$ cat src/rtl/sram_axi_arb.sv
// sram_axi_arb: AXI4-Lite slave to single-port SRAM bridge, one-deep AW/W/AR holding slots,
// round-robin read/write grant, SLVERR on out-of-range. Define SRAM_AXI_TIMEOUT_EN for the watchdog.
module sram_axi_arb #(
  parameter int          ADDR_W         = 18,
  parameter int          DATA_W         = 16,
  parameter int unsigned ADDR_LIMIT     = 2**18,
  parameter int          TIMEOUT_CYCLES = 255
) (
  input  logic                a_clk,
  input  logic                a_rstn,
  input  logic                aw_valid,
  output logic                aw_ready,
  input  logic [ADDR_W-1:0]   aw_addr,
  input  logic [2:0]          aw_prot,
  input  logic                w_valid,
  output logic                w_ready,
  input  logic [DATA_W-1:0]   w_data,
  input  logic [DATA_W/8-1:0] w_strb,
  output logic                b_valid,
  input  logic                b_ready,
  output logic [1:0]          b_resp,
  input  logic                ar_valid,
  output logic                ar_ready,
  input  logic [ADDR_W-1:0]   ar_addr,
  input  logic [2:0]          ar_prot,
  output logic                r_valid,
  input  logic                r_ready,
  output logic [DATA_W-1:0]   r_data,
  output logic [1:0]          r_resp,
  output logic                sram_req,
  input  logic                sram_ready,
  output logic                sram_rd,
  output logic [ADDR_W-1:0]   sram_addr,
  output logic [DATA_W/8-1:0] sram_be,
  output logic [DATA_W-1:0]   sram_wr_data,
  input  logic                sram_rd_data_vld,
  input  logic [DATA_W-1:0]   sram_rd_data
);

  localparam int              BE_W  = DATA_W / 8;
  localparam logic [ADDR_W:0] LIMIT = (ADDR_W+1)'(ADDR_LIMIT);
  localparam logic [1:0]      RESP_OKAY   = 2'b00;
  localparam logic [1:0]      RESP_SLVERR = 2'b10;

  typedef enum logic [2:0] {S_IDLE, S_ISSUE, S_WAIT_RD, S_RESP_B, S_RESP_R} state_t;
  state_t state_reg, state_next;

  logic                aw_full_reg, aw_rdy_reg, aw_full_next;
  logic                w_full_reg, w_rdy_reg, w_full_next;
  logic                ar_full_reg, ar_rdy_reg, ar_full_next;
  logic [ADDR_W-1:0]   aw_addr_reg, ar_addr_reg;
  logic [DATA_W-1:0]   w_data_reg;
  logic [BE_W-1:0]     w_strb_reg;
  logic                last_grant_reg;
  logic                sram_rd_reg;
  logic [ADDR_W-1:0]   sram_addr_reg;
  logic [BE_W-1:0]     sram_be_reg;
  logic [DATA_W-1:0]   sram_wr_data_reg;
  logic [DATA_W-1:0]   r_data_reg;
  logic [1:0]          b_resp_reg, r_resp_reg;

  logic aw_hs, w_hs, ar_hs;
  logic wr_elig, rd_elig, grant_rd, grant_wr, grant;
  logic wr_oor, rd_oor;
  logic rd_done, progress, timeout_hit, tmo;
  logic [BE_W-1:0] be_sel;
  logic unused_prot;

  assign unused_prot = ^{aw_prot, ar_prot};

  // Ready comes from its own register so it is low during reset and rises one edge after release.
  assign aw_ready = aw_rdy_reg;
  assign w_ready  = w_rdy_reg;
  assign ar_ready = ar_rdy_reg;

  assign aw_hs = aw_valid & aw_rdy_reg;
  assign w_hs  = w_valid & w_rdy_reg;
  assign ar_hs = ar_valid & ar_rdy_reg;

  assign wr_elig  = (state_reg == S_IDLE) & aw_full_reg & w_full_reg;
  assign rd_elig  = (state_reg == S_IDLE) & ar_full_reg;
  assign grant_rd = rd_elig & (!wr_elig | !last_grant_reg);
  assign grant_wr = wr_elig & !grant_rd;
  assign grant    = grant_rd | grant_wr;

  assign wr_oor = {1'b0, aw_addr_reg} >= LIMIT;
  assign rd_oor = {1'b0, ar_addr_reg} >= LIMIT;

  // Grant and capture never coincide on a slot: a full slot is not ready.
  assign aw_full_next = grant_wr ? 1'b0 : (aw_hs ? 1'b1 : aw_full_reg);
  assign w_full_next  = grant_wr ? 1'b0 : (w_hs ? 1'b1 : w_full_reg);
  assign ar_full_next = grant_rd ? 1'b0 : (ar_hs ? 1'b1 : ar_full_reg);

  genvar gi;
  generate
    for (gi = 0; gi < BE_W; gi++) begin : g_be
      assign be_sel[gi] = grant_rd | w_strb_reg[gi];
    end
  endgenerate

  assign rd_done  = ((state_reg == S_ISSUE) & sram_ready & sram_rd_reg & sram_rd_data_vld) |
                    ((state_reg == S_WAIT_RD) & sram_rd_data_vld);
  assign progress = ((state_reg == S_ISSUE) & sram_ready) |
                    ((state_reg == S_WAIT_RD) & sram_rd_data_vld);
  assign tmo      = timeout_hit & !progress;

`ifdef SRAM_AXI_TIMEOUT_EN
  localparam logic [15:0] TMO_LAST = 16'(TIMEOUT_CYCLES - 1);
  logic [15:0] timer_reg;

  always_ff @(posedge a_clk or negedge a_rstn) begin
    if (!a_rstn) begin
      timer_reg <= '0;
    end else if (state_next == S_ISSUE && state_reg != S_ISSUE) begin
      timer_reg <= '0;
    end else if (state_reg == S_ISSUE || state_reg == S_WAIT_RD) begin
      timer_reg <= timer_reg + 16'd1;
    end
  end

  assign timeout_hit = ((state_reg == S_ISSUE) || (state_reg == S_WAIT_RD)) && (timer_reg == TMO_LAST);
`else
  logic [15:0] unused_timeout;
  assign unused_timeout = 16'(TIMEOUT_CYCLES);
  assign timeout_hit    = 1'b0;
`endif

  always_ff @(posedge a_clk or negedge a_rstn) begin
    if (!a_rstn) begin
      state_reg <= S_IDLE;
    end else begin
      state_reg <= state_next;
    end
  end

  always_comb begin
    state_next = state_reg;
    case (state_reg)
      S_IDLE: begin
        if (grant_rd)      state_next = rd_oor ? S_RESP_R : S_ISSUE;
        else if (grant_wr) state_next = wr_oor ? S_RESP_B : S_ISSUE;
      end
      S_ISSUE: begin
        if (sram_ready) begin
          if (!sram_rd_reg)          state_next = S_RESP_B;
          else if (sram_rd_data_vld) state_next = S_RESP_R;
          else                       state_next = S_WAIT_RD;
        end else if (tmo) begin
          state_next = sram_rd_reg ? S_RESP_R : S_RESP_B;
        end
      end
      S_WAIT_RD: if (sram_rd_data_vld || tmo) state_next = S_RESP_R;
      S_RESP_B:  if (b_ready) state_next = S_IDLE;
      S_RESP_R:  if (r_ready) state_next = S_IDLE;
      default:   state_next = S_IDLE;
    endcase
  end

  always_comb begin
    sram_req = (state_reg == S_ISSUE);
    b_valid  = (state_reg == S_RESP_B);
    r_valid  = (state_reg == S_RESP_R);
  end

  always_ff @(posedge a_clk or negedge a_rstn) begin
    if (!a_rstn) begin
      aw_full_reg <= 1'b0;
      aw_rdy_reg  <= 1'b0;
      w_full_reg  <= 1'b0;
      w_rdy_reg   <= 1'b0;
      ar_full_reg <= 1'b0;
      ar_rdy_reg  <= 1'b0;
      aw_addr_reg <= '0;
      ar_addr_reg <= '0;
      w_data_reg  <= '0;
      w_strb_reg  <= '0;
    end else begin
      aw_full_reg <= aw_full_next;
      aw_rdy_reg  <= !aw_full_next;
      w_full_reg  <= w_full_next;
      w_rdy_reg   <= !w_full_next;
      ar_full_reg <= ar_full_next;
      ar_rdy_reg  <= !ar_full_next;
      if (aw_hs) aw_addr_reg <= aw_addr;
      if (ar_hs) ar_addr_reg <= ar_addr;
      if (w_hs) begin
        w_data_reg <= w_data;
        w_strb_reg <= w_strb;
      end
    end
  end

  // Request payload and response registers; grant, read capture and timeout are state-exclusive.
  always_ff @(posedge a_clk or negedge a_rstn) begin
    if (!a_rstn) begin
      last_grant_reg   <= 1'b0;
      sram_rd_reg      <= 1'b0;
      sram_addr_reg    <= '0;
      sram_be_reg      <= '0;
      sram_wr_data_reg <= '0;
      r_data_reg       <= '0;
      b_resp_reg       <= RESP_OKAY;
      r_resp_reg       <= RESP_OKAY;
    end else begin
      if (grant) begin
        last_grant_reg   <= grant_rd;
        sram_rd_reg      <= grant_rd;
        sram_addr_reg    <= grant_rd ? ar_addr_reg : aw_addr_reg;
        sram_be_reg      <= be_sel;
        sram_wr_data_reg <= grant_rd ? '0 : w_data_reg;
        if (grant_rd) begin
          r_resp_reg <= rd_oor ? RESP_SLVERR : RESP_OKAY;
          r_data_reg <= '0;
        end else begin
          b_resp_reg <= wr_oor ? RESP_SLVERR : RESP_OKAY;
        end
      end
      if (rd_done) r_data_reg <= sram_rd_data;
      if (tmo) begin
        if (sram_rd_reg) begin
          r_resp_reg <= RESP_SLVERR;
          r_data_reg <= '0;
        end else begin
          b_resp_reg <= RESP_SLVERR;
        end
      end
    end
  end

  assign sram_rd      = sram_rd_reg;
  assign sram_addr    = sram_addr_reg;
  assign sram_be      = sram_be_reg;
  assign sram_wr_data = sram_wr_data_reg;
  assign r_data       = r_data_reg;
  assign b_resp       = b_resp_reg;
  assign r_resp       = r_resp_reg;

endmodule
$ cat config.mk
export PLATFORM = sky130hd
export DESIGN_NAME = sram_axi_arb
export DESIGN_NICKNAME = d
export VERILOG_FILES = /design/src/rtl/sram_axi_arb.sv
export SDC_FILE = /design/constraint.sdc
export NUM_CORES = 1
export LEC_CHECK = 0
export ABC_AREA = 0
export CORE_MARGIN = 2
export CORE_UTILIZATION = 46
export DETAILED_ROUTE_END_ITERATION = 12
export PLACE_DENSITY_LB_ADDON = 0.1
export SYNTH_ARGS = -nofsm -noshare
export SYNTH_HDL_FRONTEND = slang
export SYNTH_SLANG_ARGS = --single-unit
$ cat constraint.sdc
create_clock -name a_clk -period 2.5 [get_ports a_clk]
set_input_delay 0.375 -clock a_clk [delete_from_list [all_inputs] [get_ports a_clk]]
set_output_delay 0.375 -clock a_clk [all_outputs]
set_load 0.05 [all_outputs]
[Word-level counts from Yosys, hierarchy flattened]
Index checks and enable logic that the tools add are counted.
W data, S select, Z words.
Storage, ports and cells
  word-level logic and storage cells: 73
  input port bits: 85
  output and inout bits: 63
  bits in registers: 116
Cells by class
  equality and inequality tests: 9
  bitwise logic cells: 17
  reductions and logical operators: 11
  muxes and demuxes: 20
Operator list (number)
  $mux W16: 4
  $mux W3: 8
  $mux W18: 1
  $pmux W3 S5: 1
  $and A1 B1 Y1: 12
  $eq A3 B2 Y1 const B: 2
  $logic_not A1 Y1: 6
  $mux W1: 6
  $ne A2 B1 Y1 const B: 3
  $or A1 B1 Y1: 5
  $reduce_and A5 Y1: 1
  $reduce_bool A2 Y1: 2
  $eq A3 B1 Y1 const B: 1
  $eq A3 B3 Y1 const B: 1
  $logic_not A3 Y1: 1
  $ne A3 B3 Y1 const B: 1
  $ne A2 B2 Y1 const B: 1
  $reduce_and A2 Y1: 1

[Logic depth before layout (Yosys ltp)]
  word-level depth: 11
  depth in mapped cells: 6

[Worst setup path after synthesis]
No wires, ideal clock.
  path kind: reg-to-reg
  from: register sram_rd (netlist name)
  to: register sram_addr_reg[10], in the netlist sram_addr[10]
  slack: 0.608 ns
  data arrival time: 1.766 ns
  cell stages (with the launch flop): 6
  required time: 2.374 ns
  cells stage by stage: dfrtp_1 > and3_1 > clkbuf_1 > clkbuf_1 > nor3b_1 > a221o_1
RTL lines
  end signal, assigned: RTL line 208  | sram_addr_reg <= grant_rd ? ar_addr_reg : aw_addr_reg;
  end, declared: RTL line 56  | logic [ADDR_W-1:0] sram_addr_reg;

[Worst setup path after layout]
  from: register sram_rd_reg, in the netlist sram_rd
  to: output sram_rd
RTL lines
  start, declared: RTL line 55  | logic sram_rd_reg;
  start signal, assigned: RTL line 207  | sram_rd_reg <= grant_rd;
  end, declared: RTL line 32  | output logic sram_rd,
No word-level cell between the ends.

==> results.md <==
- The wire length of the first global-routing pass is 18.1 mm.
- The die width is approximately 110 µm.
- The max-slew headroom at the worst pin is 0.614.
- The number of I/O port buffers is 137.
- The number of buffers and inverters on the critical path is 1.
- The floorplan has 36 rows.
- The clock share of power is 0.263.
- The root buffer cell chosen for the clock tree is sky130_fd_sc_hd__clkbuf_8.
- Detailed placement finished with a half-perimeter wire length of just over 7 mm.
- Setup repair after global routing left no endpoint under its margin.
- The count of non-filler cells in the finished layout is 637.
- The detail-routed net length per standard cell is around 17 µm.
- The final route contains roughly 3300 vias.
- On the critical path the largest part of the delay comes from buffers and inverters.
- The total overflow left after global routing is 0.
- The post-CTS setup buffer count is 0.
- The cell type of the slowest stage on the worst timing path is sky130_fd_sc_hd__clkdlybuf4s50_1.
- The number of violations reported at the end of detailed-routing iteration 0 is 143.
- The critical path required time is between 2 and 2.5 ns.
- The detailed-route vias per instance is approximately 5.2.
- Setup total negative slack on the finished layout was measured at 0 ns.
- The number of sinks on the clock net is around 120.
- The cell-internal power is 6.32 mW.
- After detailed routing, the number of remaining DRC violations is 0.
- The die covers roughly 11000 µm².
- The H-tree was split into 4 levels.
- The total global-route track usage is 0.212.
- The number of antenna repair diodes is 0.
- The filler cell count is 743.
- The switching fraction of total power is 0.371.
- For this configuration, the core starts out at a cell density of 0.476.
- The number of search-and-repair iterations in the first detailed-routing pass is 4.
- The distinct cell type count after synthesis is 31.
- The clock network latency to the later pin of the worst-skew pair is roughly 0.52 ns.
- The clock-pin slew on the worst setup and hold paths is 0.05 ns.
- The longest clock path from root to sink contains 2 buffers.
- The pin count of the biggest net entering global routing is 51.
- around 150 I/O pins were placed.
- At the end of the flow, the number of nets in the layout was around 580.
- The flow ran to the end, and the final reports show no timing, DRC or antenna violations.
- The max-slew violation total from the final report is 0.
- Walking the worst path, the cells encountered are clkdlybuf4s50_1.
- The final design utilization is 0.695.
- The via count of the first global-routing pass is 3573.
- The classification of the worst setup path is flip-flop to output pin.
- The leakage power figure is 3.12 nW.
- The category of the worst setup path launch point is a flip-flop.
- For this design the total switching power over the nets is 3.72 mW.
- The clock skew after layout is between 0.01 and 0.015 ns.
- Static timing analysis puts the maximum clock frequency at about 450 MHz.
- In this run the cell area of the synthesized design comes to around 4700 µm².
- The worst setup path is captured at an output pin.
- The area of the core is around 9900 µm².
- The post-synthesis instance total is approximately 350.
- The vertical extent of the die is roughly 110 µm.
- The number of nets still failing antenna checks after routing is 0.
- For the pin with the worst max-slew slack, the measured transition is 0.578 ns.
- The sequential-to-total area share from yosys stat is 0.618.
- The number of placed instances, taps included, is about 600.
- The count of synthesis-stage warnings from yosys is 0.
- Tracing the worst setup path back leads to its startpoint at sram_rd.
- Summed over all layers, the routed wires come to 10.9 mm.
- Of the total power, combinational logic draws 0.418.
- The smallest clock period supported by the final layout is computed as 2.20 ns.
- The power share of the sequential group is 0.319.
- The flip-flop and latch count after synthesis is between 100 and 150.
- The count of endpoints failing setup in the final report is 0.
- The worst min-delay path class is input pin to async pin.
- The area added between synthesis and finish is 46.0%.
- The total power divided by cell area is ~1500 nW/µm².
- The number of clock buffers inserted by TritonCTS is 17.
- After synthesis, the mean cell area works out to between 10 and 15 µm².
- The initial antenna violation count is 0.
- The startpoint of the worst-slack reg-to-reg timing path is state_reg[1].
- The final-report hold violation count came to 0.
- TritonCTS built the clock tree.
- The final estimated routing congestion in global placement is 0.701.
- The share of the clock period used by the worst path is 0.882.
- The largest fanout on the critical path is 8.
- Max-cap violations in this run came to 0.
- Across the VDD grid, the largest voltage drop is between 600 and 700 µV.
- The delay contributed by the slowest stage of the critical path is approximately 0.86 ns.
- Of the cells placed in the final design, the portion with a size suffix greater than 1 is 0.200.
- The arrival time of the worst setup path is around 1.8 ns.
area by class of cell:
cell class | count | area (µm²) | area share
clock buffers | 24 | 480 | 0.0700
multi-input cells | 185 | 1580 | 0.230
repair buffers | 150 | 1480 | 0.216
clock inverters | 8 | 170 | 0.0248
flip-flops and latches | 116 | 2900 | 0.423
inverters | 21 | 78.8 | 0.0115
well taps | 133 | 166 | 0.0243
metrics by stage:
step / setup WS [ns] / hold WS [ns] / area (µm²) / power (mW)
after detailed placement: 0.567 / 0.409 / 6200 / 7.48
final: 0.296 / 0.400 / 6860 / 10.0
after global placement: 0.611 / 0.411 / 6200 / 7.35
after floorplan: 0.608 / 0.0794 / 4710 / 6.13
after CTS: 0.0512 / 0.381 / 6860 / 10.1
after global routing: 0.229 / 0.391 / 6860 / 10.6
routing by layer:
layer	GRT usage	share of wire
met4	0.0762	0.0099
met2	0.350	0.51
met5	0	0
met3	0.0749	0.052
met1	0.258	0.43
synth_stat cells:
master | instances | area share
sky130_fd_sc_hd__mux2_2 | 54 | 0.13
sky130_fd_sc_hd__a221o_1 | 18 | 0.038
sky130_fd_sc_hd__and4b_1 | 1 | 0.0021
sky130_fd_sc_hd__buf_2 | 5 | 0.0053
sky130_fd_sc_hd__o22ai_1 | 1 | 0.0013
sky130_fd_sc_hd__a21oi_1 | 5 | 0.0053
sky130_fd_sc_hd__inv_1 | 21 | 0.017
sky130_fd_sc_hd__or2_2 | 2 | 0.0027
sky130_fd_sc_hd__nand2_1 | 5 | 0.0040
sky130_fd_sc_hd__or2_1 | 1 | 0.0013
sky130_fd_sc_hd__a2bb2oi_1 | 2 | 0.0037
sky130_fd_sc_hd__nand2b_1 | 1 | 0.0013
sky130_fd_sc_hd__mux2i_1 | 16 | 0.034
sky130_fd_sc_hd__buf_6 | 4 | 0.0096
sky130_fd_sc_hd__and3_1 | 1 | 0.0013
sky130_fd_sc_hd__o21ai_0 | 22 | 0.023
sky130_fd_sc_hd__clkbuf_1 | 11 | 0.0088
sky130_fd_sc_hd__nor3_1 | 1 | 0.0011
sky130_fd_sc_hd__o21bai_1 | 1 | 0.0016
sky130_fd_sc_hd__conb_1 | 1 | 0.00080
sky130_fd_sc_hd__or3_4 | 1 | 0.0024
sky130_fd_sc_hd__or4b_1 | 1 | 0.0021
sky130_fd_sc_hd__nor3b_1 | 19 | 0.030
sky130_fd_sc_hd__dfrtp_1 | 116 | 0.62
sky130_fd_sc_hd__buf_4 | 6 | 0.0096
sky130_fd_sc_hd__o22a_1 | 1 | 0.0019
sky130_fd_sc_hd__nor2b_1 | 4 | 0.0053
sky130_fd_sc_hd__and3b_1 | 1 | 0.0019
sky130_fd_sc_hd__or3_1 | 1 | 0.0013
sky130_fd_sc_hd__a22o_1 | 16 | 0.030
sky130_fd_sc_hd__nor2_1 | 6 | 0.0048
cells by family after synthesis:
logic type	Yosys count	share of synthesized area
AO/OA/AOI/OAI	66	0.105
multiplexers	70	0.164
flip-flops	116	0.618
buffers and inverters	47	0.0501
AND/OR/NAND/NOR	45	0.0621
other	1	0.000798
placed cells by master (no fill, tap or decap), types with 2 or more instances in the layout:
cell type,n
sky130_fd_sc_hd__nor3b_1,19
sky130_fd_sc_hd__bufinv_16,5
sky130_fd_sc_hd__a221o_1,18
sky130_fd_sc_hd__clkinvlp_4,2
sky130_fd_sc_hd__or2_2,2
sky130_fd_sc_hd__a21oi_1,5
sky130_fd_sc_hd__dlygate4sd2_1,2
sky130_fd_sc_hd__buf_4,12
sky130_fd_sc_hd__clkbuf_1,3
sky130_fd_sc_hd__o21ai_0,21
sky130_fd_sc_hd__nand2_1,5
sky130_fd_sc_hd__mux2_2,54
sky130_fd_sc_hd__clkbuf_8,5
sky130_fd_sc_hd__a2bb2oi_1,2
sky130_fd_sc_hd__nor2_1,6
sky130_fd_sc_hd__dfrtp_1,116
sky130_fd_sc_hd__a22o_1,16
sky130_fd_sc_hd__inv_1,21
sky130_fd_sc_hd__clkdlybuf4s50_1,133
sky130_fd_sc_hd__conb_1,4
sky130_fd_sc_hd__nor2b_1,4
sky130_fd_sc_hd__clkbuf_16,16
sky130_fd_sc_hd__mux2i_1,16
path summary, 6_finish.rpt:
check	end	slack, ns	cells past startpoint
min in group a_clk	r_data[15]	0.40	3
worst max-delay path	sram_rd	0.30	1
worst min-delay path	ar_addr_reg[3]	0.40	2
worst min register to register	sram_wr_data[5]	0.50	1
worst max register to register	sram_addr[16]	0.65	4
max in group asynchronous	aw_addr_reg[16]	1.36	3
power by group through the flow:
stage | registers, mW | clock network [mW] | logic (mW)
4_1_cts | 3.20 | 2.68 | 4.26
3_5_place_dp | 3.22 | 0 | 4.26
3_3_place_gp | 3.18 | 0 | 4.17
5_1_grt | 3.30 | 2.78 | 4.48
6_report | 3.20 | 2.64 | 4.20
2_1_floorplan | 4.26 | 0 | 1.86
what timing repair did:
action                     4_1_cts  5_1_grt
pin swaps                        0        0
hold buffers                     1        0
hold endpoints to repair        43        0
resized for setup                2        1
setup endpoints to repair        2        1
Power figures use the tool's default switching activity.
